`config.mk`:
```
export PLATFORM = sky130hd
export DESIGN_NAME = io_bridge_m_flat
export DESIGN_NICKNAME = d
export VERILOG_FILES = /design/src/rtl/io_bridge_m_if.sv /design/src/rtl/io_bridge_m.sv /design/src/flat_wrapper.sv
export SDC_FILE = /design/constraint.sdc
export NUM_CORES = 1
export LEC_CHECK = 0
export CAP_MARGIN = 25
export CORE_AREA = 4 4 133 103
export DETAILED_ROUTE_END_ITERATION = 7
export DIE_AREA = 0 0 137 107
export GPL_ROUTABILITY_DRIVEN = 0
export GPL_TIMING_DRIVEN = 0
export PLACE_DENSITY_LB_ADDON = 0.1
export SYNTH_ARGS = -nofsm -noshare
export SYNTH_HDL_FRONTEND = slang
export SYNTH_SLANG_ARGS = --single-unit
```
`constraint.sdc`:
```
create_clock -name clk -period 5.1 [get_ports clk]
set_input_delay 1.02 -clock clk [delete_from_list [all_inputs] [get_ports clk]]
set_output_delay 1.02 -clock clk [all_outputs]
set_load 0.01 [all_outputs]
```
`src/rtl/io_bridge_m_if.sv`:
```
// Signal bundle between the M-stage pipeline, the io_bridge_m bridge and the IO devices.
// Bridge side uses modport slave; the pipeline/device side (or a bench) uses modport master.
interface io_bridge_m_if;
    // Pipeline side
    logic        io_wr;
    logic        io_rd;
    logic [31:0] addr;
    logic [31:0] wdata;
    logic [1:0]  be_op;
    logic [2:0]  me_op;
    logic        stall;
    logic [31:0] rdata;
    logic        rdata_valid;
    // Device side: dev_req is held high until the cycle after dev_ack (a one-cycle pulse) is seen.
    logic        dev_ack;
    logic [31:0] dev_rdata;
    logic        dev_req;
    logic        dev_we;
    logic [1:0]  dev_sel;
    logic [31:0] dev_addr;
    logic [3:0]  dev_be;
    logic [31:0] dev_wdata;
    logic        bus_err;
    logic [1:0]  dbg_state;

    modport slave (
        input  io_wr, io_rd, addr, wdata, be_op, me_op, dev_ack, dev_rdata,
        output stall, rdata, rdata_valid, dev_req, dev_we, dev_sel, dev_addr,
        output dev_be, dev_wdata, bus_err, dbg_state
    );

    modport master (
        output io_wr, io_rd, addr, wdata, be_op, me_op, dev_ack, dev_rdata,
        input  stall, rdata, rdata_valid, dev_req, dev_we, dev_sel, dev_addr,
        input  dev_be, dev_wdata, bus_err, dbg_state
    );
endinterface

```
`src/rtl/io_bridge_m.sv`:
```
// M-stage bridge to slow memory-mapped IO: latches one access, runs req/ack, stalls, extends loads.
// Defining IO_TIMEOUT_EN adds a REQ timeout that aborts the access and pulses bus_err.
module io_bridge_m #(
    parameter int TIMEOUT = 16,
    parameter int TO_W    = 5
) (
    input logic          clk,
    input logic          reset,
    io_bridge_m_if.slave bif
);

    typedef enum logic [1:0] {
        S_IDLE = 2'd0,
        S_REQ  = 2'd1,
        S_DONE = 2'd2
    } state_t;

    state_t      r_state;
    state_t      w_next;
    logic        w_accept;
    logic        w_timeout;
    logic        r_dev_req;
    logic        r_we;
    logic        r_is_rd;
    logic [31:0] r_addr;
    logic [2:0]  r_me_op;
    logic [3:0]  r_be;
    logic [31:0] r_wdata;
    logic [31:0] r_rdata;
    logic        r_rdata_valid;
    logic [3:0]  w_be;
    logic [31:0] w_wdata;
    logic [7:0]  w_byte;
    logic [15:0] w_half;
    logic [31:0] w_ext;

    if (TIMEOUT < 1 || TIMEOUT >= (1 << TO_W)) begin : g_bad_timeout
        $error("io_bridge_m: TIMEOUT must be at least 1 and fit in TO_W bits");
    end

    always_comb begin
        w_next   = r_state;
        w_accept = 1'b0;
        case (r_state)
            S_IDLE: begin
                if (bif.io_wr || bif.io_rd) begin
                    w_accept = 1'b1;
                    w_next   = S_REQ;
                end
            end
            S_REQ: begin
                if (bif.dev_ack || w_timeout) begin
                    w_next = S_DONE;
                end
            end
            S_DONE:  w_next = S_IDLE;
            default: w_next = S_IDLE;
        endcase
    end

    always_comb begin
        w_be    = 4'b0000;
        w_wdata = bif.wdata;
        case (bif.be_op)
            2'b01: w_be = 4'b1111;
            2'b10: begin
                w_be    = bif.addr[1] ? 4'b1100 : 4'b0011;
                w_wdata = {2{bif.wdata[15:0]}};
            end
            2'b11: begin
                w_be    = 4'b0001 << bif.addr[1:0];
                w_wdata = {4{bif.wdata[7:0]}};
            end
            default: w_be = 4'b0000;
        endcase
    end

    // Lane selection uses the latched address, not the live M-stage address.
    always_comb begin
        w_byte = r_addr[1] ? (r_addr[0] ? bif.dev_rdata[31:24] : bif.dev_rdata[23:16])
                           : (r_addr[0] ? bif.dev_rdata[15:8]  : bif.dev_rdata[7:0]);
        w_half = r_addr[1] ? bif.dev_rdata[31:16] : bif.dev_rdata[15:0];
        case (r_me_op)
            3'b010:  w_ext = {{24{w_byte[7]}}, w_byte};
            3'b011:  w_ext = {24'h000000, w_byte};
            3'b100:  w_ext = {{16{w_half[15]}}, w_half};
            3'b101:  w_ext = {16'h0000, w_half};
            default: w_ext = bif.dev_rdata;
        endcase
    end

    always_ff @(posedge clk or posedge reset) begin
        if (reset) begin
            r_state       <= S_IDLE;
            r_dev_req     <= 1'b0;
            r_we          <= 1'b0;
            r_is_rd       <= 1'b0;
            r_addr        <= '0;
            r_me_op       <= '0;
            r_be          <= '0;
            r_wdata       <= '0;
            r_rdata       <= '0;
            r_rdata_valid <= 1'b0;
        end else begin
            r_state       <= w_next;
            r_dev_req     <= (w_next == S_REQ);
            r_rdata_valid <= 1'b0;
            if (w_accept) begin
                r_addr  <= bif.addr;
                r_we    <= bif.io_wr;
                r_is_rd <= bif.io_rd & ~bif.io_wr;
                r_me_op <= bif.me_op;
                r_be    <= w_be;
                r_wdata <= w_wdata;
            end
            // An aborted read returns zero; an acknowledged read returns the extended word.
            if ((r_state == S_REQ) && (w_next == S_DONE) && r_is_rd) begin
                r_rdata_valid <= 1'b1;
                r_rdata       <= bif.dev_ack ? w_ext : 32'h0;
            end
        end
    end

`ifdef IO_TIMEOUT_EN
    logic [TO_W-1:0] r_to_cnt;
    logic            r_bus_err;

    always_ff @(posedge clk or posedge reset) begin
        if (reset) begin
            r_to_cnt  <= '0;
            r_bus_err <= 1'b0;
        end else begin
            r_bus_err <= w_timeout;
            if (w_accept) begin
                r_to_cnt <= '0;
            end else if (r_state == S_REQ) begin
                r_to_cnt <= r_to_cnt + 1'b1;
            end
        end
    end

    assign w_timeout   = (r_state == S_REQ) && !bif.dev_ack && (r_to_cnt == TO_W'(TIMEOUT - 1));
    assign bif.bus_err = r_bus_err;
`else
    assign w_timeout   = 1'b0;
    assign bif.bus_err = 1'b0;
`endif

    assign bif.stall       = !reset && (((r_state == S_IDLE) && (bif.io_wr || bif.io_rd)) ||
                                        (r_state == S_REQ));
    assign bif.dev_req     = r_dev_req;
    assign bif.dev_we      = r_we;
    assign bif.dev_sel     = r_addr[5:4];
    assign bif.dev_addr    = {r_addr[31:2], 2'b00};
    assign bif.dev_be      = r_be;
    assign bif.dev_wdata   = r_wdata;
    assign bif.rdata       = r_rdata;
    assign bif.rdata_valid = r_rdata_valid;
    assign bif.dbg_state   = r_state;

endmodule
```
`src/flat_wrapper.sv`:
```
// flat-port wrapper written by rule: the top's interface ports become plain ports
module io_bridge_m_flat 
#(
    parameter int TIMEOUT = 16,
    parameter int TO_W    = 5
)
  (clk, reset, bif_io_wr, bif_io_rd, bif_addr, bif_wdata, bif_be_op, bif_me_op, bif_dev_ack, bif_dev_rdata, bif_stall, bif_rdata, bif_rdata_valid, bif_dev_req, bif_dev_we, bif_dev_sel, bif_dev_addr, bif_dev_be, bif_dev_wdata, bif_bus_err, bif_dbg_state);
  io_bridge_m_if bif_i ();
  input logic clk;
  input logic reset;
  input wire logic [$bits(bif_i.io_wr)-1:0] bif_io_wr;
  input wire logic [$bits(bif_i.io_rd)-1:0] bif_io_rd;
  input wire logic [$bits(bif_i.addr)-1:0] bif_addr;
  input wire logic [$bits(bif_i.wdata)-1:0] bif_wdata;
  input wire logic [$bits(bif_i.be_op)-1:0] bif_be_op;
  input wire logic [$bits(bif_i.me_op)-1:0] bif_me_op;
  input wire logic [$bits(bif_i.dev_ack)-1:0] bif_dev_ack;
  input wire logic [$bits(bif_i.dev_rdata)-1:0] bif_dev_rdata;
  output wire logic [$bits(bif_i.stall)-1:0] bif_stall;
  output wire logic [$bits(bif_i.rdata)-1:0] bif_rdata;
  output wire logic [$bits(bif_i.rdata_valid)-1:0] bif_rdata_valid;
  output wire logic [$bits(bif_i.dev_req)-1:0] bif_dev_req;
  output wire logic [$bits(bif_i.dev_we)-1:0] bif_dev_we;
  output wire logic [$bits(bif_i.dev_sel)-1:0] bif_dev_sel;
  output wire logic [$bits(bif_i.dev_addr)-1:0] bif_dev_addr;
  output wire logic [$bits(bif_i.dev_be)-1:0] bif_dev_be;
  output wire logic [$bits(bif_i.dev_wdata)-1:0] bif_dev_wdata;
  output wire logic [$bits(bif_i.bus_err)-1:0] bif_bus_err;
  output wire logic [$bits(bif_i.dbg_state)-1:0] bif_dbg_state;
  assign bif_i.io_wr = bif_io_wr;
  assign bif_i.io_rd = bif_io_rd;
  assign bif_i.addr = bif_addr;
  assign bif_i.wdata = bif_wdata;
  assign bif_i.be_op = bif_be_op;
  assign bif_i.me_op = bif_me_op;
  assign bif_i.dev_ack = bif_dev_ack;
  assign bif_i.dev_rdata = bif_dev_rdata;
  assign bif_stall = bif_i.stall;
  assign bif_rdata = bif_i.rdata;
  assign bif_rdata_valid = bif_i.rdata_valid;
  assign bif_dev_req = bif_i.dev_req;
  assign bif_dev_we = bif_i.dev_we;
  assign bif_dev_sel = bif_i.dev_sel;
  assign bif_dev_addr = bif_i.dev_addr;
  assign bif_dev_be = bif_i.dev_be;
  assign bif_dev_wdata = bif_i.dev_wdata;
  assign bif_bus_err = bif_i.bus_err;
  assign bif_dbg_state = bif_i.dbg_state;
  io_bridge_m #(.TIMEOUT(TIMEOUT), .TO_W(TO_W)) u_core (.clk(clk), .reset(reset), .bif(bif_i));
endmodule
```
==> out/metrics.yaml, run 1 <==
p_sw_mw: 1.79
die_h_um: 107
preCtsSetupSlack_ps: 774
syn_inst: 569
path_delay_family: "buffers and inverters"
wl_per_cell_um: 16.8
ant_nets: 0
dr.pass1.iters: 5
syn-cell-area_um2: 5210
grt_pass1_wl_mm: 25.4
final_common_cell: "clkdlybuf4s50_1"
whs_path_depth: 2
vdd_drop_max_v: 0.000272
hpwlAfterDp_mm: 12.5
critical_path_class: "input port to primary output"
setup_ws_ps: 821
post-cts-setup-buffers: 0
yosysSeqAreaShare: 0.524
slew_headroom: 0.580
clock_latency_ps: 340
drive_gt1_frac: 0.108
worst_slew_pin_slew_ps: 630
cts_tree: "built"
r2r_setup_slack_ps: 3140
final-max-slew-violation-count: 0
r2r_start: "u_core.r_addr[1]"
worst_r2r_endpoint: "u_core.bif.rdata[22]"
crit_path_top_delay_cell: "clkdlybuf4s50_1"
maxUsedRoutingLayer: "met4"
internal_power_mw: 2.92
cts_resized: 0
clk_pin_slew_ps: 70
grt-ovfl-total: 0
ys_ff_latch: 109
critPathArrivalTime_ps: 3260
pwr-share-clk: 0.144
multi_input_area_um2: 2070
fin_setup_tns_ps: 0
status: "finished clean"
htree_levels: 3
fmax_ghz: 0.234
drc: 0
io-pin-count: 215
first_global_vias: 4642
crit_fanout: 10
grt_max_degree: 71
critPathRequiredTime_ps: 4080
start_util: 0.425
core.rowCount: 35
clk_path_buf_depth: 2
slowest_delay_ps: 490
cp_num_buf_inv: 4
p_seq_frac: 0.321
nets: 900
p_leak_nw: 3.59
pwr-share-comb: 0.535
clock_sinks: 109
design.die.area_um2: 14700
port_buffers: 211
viasPerCell: 4.90
utilization: 0.641
finalCritPeriodShare: 0.839
drv_cap: 0
final_cell_mix: "211 x clkdlybuf4s50_1, 196 x nand2_1, 109 x dfrtp_1"
synth_cell_types: 32
rsz0062_at_grt: "false"
antenna_found_initial: 0
nFillCells: 1043
p_per_area_nw_per_um2: 600
holdBufCountCts: 0
hp-start: "u_core.r_addr[14]"
fin_crit_ps: 4280
cts_buffers: 9
hold_class: "flip-flop to flip-flop"
area_growth_syn_to_layout_pct: 50.8
syn_avg_cell_area_um2: 9.16
min_to: "u_core.r_addr[14]"
regArea_um2: 2730
fin_total_pwr_mw: 4.71
worst_setup_path_end_kind: "primary output"
core_um2: 12300
cts_root_buf: "clkbuf_16"
n_antenna_cell: 0
ys_warn_count: 0
crit_chain: "clkdlybuf4s50_1 -> o21ai_0 -> clkbuf_1 -> clkbuf_1 -> a21oi_1 -> clkdlybuf4s50_1"
reg2regPathDepth: 6
drt_iter0_drc: 238
dr_wl_met3_mm: 1.34
start_kind: "input port"
m1WireLength_mm: 7.56
finalHoldViolations: 0
dr_wl_met2_mm: 7.16
routed_wl_mm: 16.2
setup_violations: 0
fin_skew_ps: 6.38
swShare: 0.379
grt_usage: 0.224
die_x_um: 137
vias: 4726
==> cells in the mapped netlist, drive strengths merged <==
library cell | n | area, um^2
a22o | 4 | 35.0
xor2 | 1 | 8.76
clkinv | 1 | 3.75
o21ai | 83 | 464
a21oi | 2 | 10.0
nor3b | 2 | 26.3
nor2 | 21 | 78.8
mux2 | 14 | 158
clkbuf | 27 | 101
nand2b | 3 | 18.8
nand3 | 2 | 10.0
a211o | 1 | 8.76
a221oi | 7 | 61.3
and2 | 3 | 18.8
inv | 2 | 7.51
o21a | 8 | 60.1
buf | 42 | 310
conb | 1 | 3.75
o22ai | 8 | 50.1
mux2i | 25 | 250
nor2b | 5 | 31.3
mux4 | 1 | 22.5
nand2 | 196 | 736
o31ai | 1 | 7.51
dfrtp | 109 | 2730
==> flip-flops by register name (all words and copies together) (netlist names) <==
name                    flops
u_core.bif.dev_wdata       32
u_core.bif.rdata           32
u_core.r_addr              32
u_core.bif.dev_be           4
u_core.r_me_op              3
u_core.bif.dbg_state        2
u_core.bif.dev_req          1
u_core.bif.dev_we           1
u_core.bif.rdata_valid      1
u_core.r_is_rd              1
==> per-stage QoR <==
step	std cells	instance area (um^2)	hold slack, ps
floorplan	571	5220	447
CTS	965	7860	481
finish	965	7860	474
global placement	948	7540	458
detailed placement	949	7570	464
global route	965	7860	499
==> final cells by class <==
cell class,count,share of cell area
Clock buffer,12,0.0327
Multi-Input combinational cell,390,0.263
Sequential cell,109,0.347
Buffer,69,0.0524
Clock inverter,4,0.00398
Tap cell,166,0.0264
Inverter,3,0.00175
Timing Repair Buffer,212,0.272
==> worst min-delay path, cell delays in order (launching register included) <==
cell	delay [ps]
dfrtp_1	340
nand2_1	50
nand2_1	60
==> power by group through the flow <==
stage	Combinational (mW)	Clock, mW	Sequential, mW
3_5_place_dp	2.53	0	1.53
3_3_place_gp	2.48	0	1.51
5_1_grt	2.75	0.739	1.57
2_1_floorplan	1.18	0	1.61
6_report	2.52	0.680	1.51
4_1_cts	2.54	0.696	1.51
==> cells by family after synthesis <==
kind of cell    after synthesis  synth area share
compound gates              114             0.134
xor+xnor                      1           0.00168
buf+inv                      72            0.0812
flops                       109             0.524
mux                          40            0.0826
other cells                   1          0.000720
simple gates                232             0.177
==> routing by layer <==
layer | vias up | track usage
met5 | - | 0
met4 | 0 | 0.0470
met3 | 14 | 0.0661
met2 | 174 | 0.333
met1 | 2240 | 0.325
li1 | 2298 | -
==> how the worst max path moves through the flow <==
stage	startpoint	endpoint	slack [ps]	cells after the start
2_1_floorplan	reset	u_core.bif.dbg_state[0]	1210	1
3_3_place_gp	reset	u_core.r_addr[4]	-490	2
3_5_place_dp	bif_io_wr	bif_stall	770	6
4_1_cts	bif_io_wr	bif_stall	770	6
5_1_grt	bif_io_wr	bif_stall	560	6
6_report	bif_io_wr	bif_stall	820	6
No activity file was read; power rests on OpenSTA's default activity.
==> inputs of run 2 (changes only) <==
==> constraint.sdc (replaced) <==
create_clock -name clk -period 4.3 [get_ports clk]
set_input_delay 0.86 -clock clk [delete_from_list [all_inputs] [get_ports clk]]
set_output_delay 0.86 -clock clk [all_outputs]
set_load 0.01 [all_outputs]
==> results of run 2 <==
The final DEF is identical to that of run 1. Status: finished clean.
Main changes from that run: setup slack after placement 774 ps -> 294 ps; setup slack after layout 821 ps -> 341 ps; register-to-register setup slack 3140 ps -> 2340 ps; total power 4.71 mW -> 5.59 mW; worst IR drop on VDD 0.000272 V -> 0.000323 V
==> inputs of run 3 (changes only) <==
--- a/config.mk
+++ b/config.mk
@@ -11,6 +11,7 @@
 export DIE_AREA = 0 0 137 107
 export GPL_ROUTABILITY_DRIVEN = 0
 export GPL_TIMING_DRIVEN = 0
+export MAX_ROUTING_LAYER = met4
 export PLACE_DENSITY_LB_ADDON = 0.1
 export SYNTH_ARGS = -nofsm -noshare
 export SYNTH_HDL_FRONTEND = slang
==> out/metrics.yaml, run 3 (synthesized netlist as in run 1, its figures left out) <==
drv_cap: 0  # unchanged
cts_buffers: 9  # unchanged
p_leak_nw: 3.59  # unchanged
critPathRequiredTime_ps: 3440
nets: 900  # unchanged
hp-start: "u_core.r_addr[14]"
cp_num_buf_inv: 4  # unchanged
worst_setup_path_end_kind: "primary output"
pwr-share-comb: 0.535  # about the same
finalHoldViolations: 0  # unchanged
crit_path_top_delay_cell: "clkdlybuf4s50_1"
final_common_cell: "clkdlybuf4s50_1"
swShare: 0.379
status: "finished clean"
crit_fanout: 10  # unchanged
finalCritPeriodShare: 0.922
place_area_um2: 7570  # unchanged
final_cell_mix: "211 x clkdlybuf4s50_1, 196 x nand2_1, 109 x dfrtp_1"
n_antenna_cell: 0  # unchanged
grt-ovfl-total: 0  # unchanged
clk_pin_slew_ps: 70  # about the same
hpwlAfterDp_mm: 12.5  # unchanged
min_to: "u_core.r_addr[14]"
internal_power_mw: 3.47
pwr-share-clk: 0.144  # about the same
cts_resized: 0  # unchanged
fin_crit_ps: 3970
design_area_um2: 7860  # unchanged
critPathArrivalTime_ps: 3110
wl_per_cell_um: 16.8  # about the same
io-pin-count: 215  # unchanged
port_buffers: 211  # unchanged
clk_path_buf_depth: 2  # unchanged
core.rowCount: 35  # unchanged
slew_headroom: 0.575  # -0.00520
r2r_setup_slack_ps: 2340
final-max-slew-violation-count: 0  # unchanged
first_global_vias: 4650  # +0.17%
antenna_found_initial: 0  # unchanged
vdd_drop_max_v: 0.000324
grt_max_degree: 71  # unchanged
path_delay_family: "buffers and inverters"
fin_skew_ps: 7.66  # +1.27 ps
post-cts-setup-buffers: 0  # unchanged
area_growth_syn_to_layout_pct: 50.8  # unchanged
setup_violations: 0  # unchanged
critical_path_class: "input port to primary output"
cts_root_buf: "clkbuf_16"
p_sw_mw: 2.12
drt_iter0_drc: 275  # +16%
start_util: 0.425  # unchanged
grt_usage: 0.231  # +0.00654
cts_tree: "built"
start_kind: "input port"
core_um2: 12300  # unchanged
p_per_area_nw_per_um2: 711
reg2regPathDepth: 6  # unchanged
fin_setup_tns_ps: 0  # unchanged
hold_class: "flip-flop to flip-flop"
die_h_um: 107  # unchanged
clock_latency_ps: 340  # about the same
htree_levels: 3  # unchanged
worst_r2r_endpoint: "u_core.bif.rdata[22]"
design.die.area_um2: 14700  # unchanged
slowest_delay_ps: 490  # about the same
worst_slew_pin_slew_ps: 638  # +7.80 ps
vias: 4730  # +0.085%
whs_path_depth: 2  # unchanged
dr.pass1.iters: 5  # unchanged
p_seq_frac: 0.321  # about the same
holdBufCountCts: 0  # unchanged
drc: 0  # unchanged
ant_nets: 0  # unchanged
fmax_ghz: 0.252
rsz0062_at_grt: "false"
clock_sinks: 109  # unchanged
routed_wl_mm: 16.2  # about the same
die_x_um: 137  # unchanged
crit_chain: "clkdlybuf4s50_1 -> o21ai_0 -> clkbuf_1 -> clkbuf_1 -> a21oi_1 -> clkdlybuf4s50_1"
grt_pass1_wl_mm: 25.5  # +0.13%
drive_gt1_frac: 0.108  # unchanged
viasPerCell: 4.90  # about the same
r2r_start: "u_core.r_addr[1]"
[run 3: power groups by stage]
stage	registers (mW)	logic [mW]	clock network [mW]
detailed placement	1.81	3.00	0
global placement	1.79	2.94	0
CTS	1.79	3.01	0.825
global route	1.86	3.26	0.876
floorplan	1.91	1.40	0
finish	1.79	2.99	0.804
[run 3: metal layers]
metal | global-route usage | routed length [um] | vias up | share of wire
met1 | 0.333 | 7660 | 2233 | 0.47
li1 | - | - | 2301 | -
met5 | - | 0 | - | 0
met4 | 0.0470 | 180 | 0 | 0.011
met3 | 0.0539 | 1250 | 18 | 0.077
met2 | 0.334 | 7130 | 178 | 0.44
[run 3: final cells by class]
class	count	area, um^2
multi-input cells	390	2070
well taps	166	208
fillers	1043	4410
repair buffers	212	2140
inverters	3	13.8
clock inverters	4	31.3
plain buffers	69	412
flip-flops and latches	109	2730
clock buffers	12	256
[run 3: worst max-delay path by stage]
stage / from / end / slack, ps / depth (start not counted)
2_1_floorplan: reset / u_core.bif.dbg_state[0] / 570 / 1
3_3_place_gp: reset / u_core.r_addr[4] / -1130 / 2
3_5_place_dp: bif_io_wr / bif_stall / 290 / 6
4_1_cts: bif_io_wr / bif_stall / 290 / 6
5_1_grt: bif_io_wr / bif_stall / 80 / 6
6_report: bif_io_wr / bif_stall / 330 / 6
[run 3: metrics by stage]
step	instances	setup WS (ps)	hold slack, ps	total power, mW	util
after floorplan	571	566	447	3.31	-
after global placement	948	-1130	458	4.73	0.615
after detailed placement	949	294	464	4.81	0.617
after CTS	965	286	481	5.63	0.641
after global routing	965	76.7	499	6.00	0.641
final	965	334	475	5.59	0.641
[run 3: tightest hold or removal path, cell delays in order (launching register included)]
cell	delay, ps
dfrtp_1	340
nand2_1	50
nand2_1	60
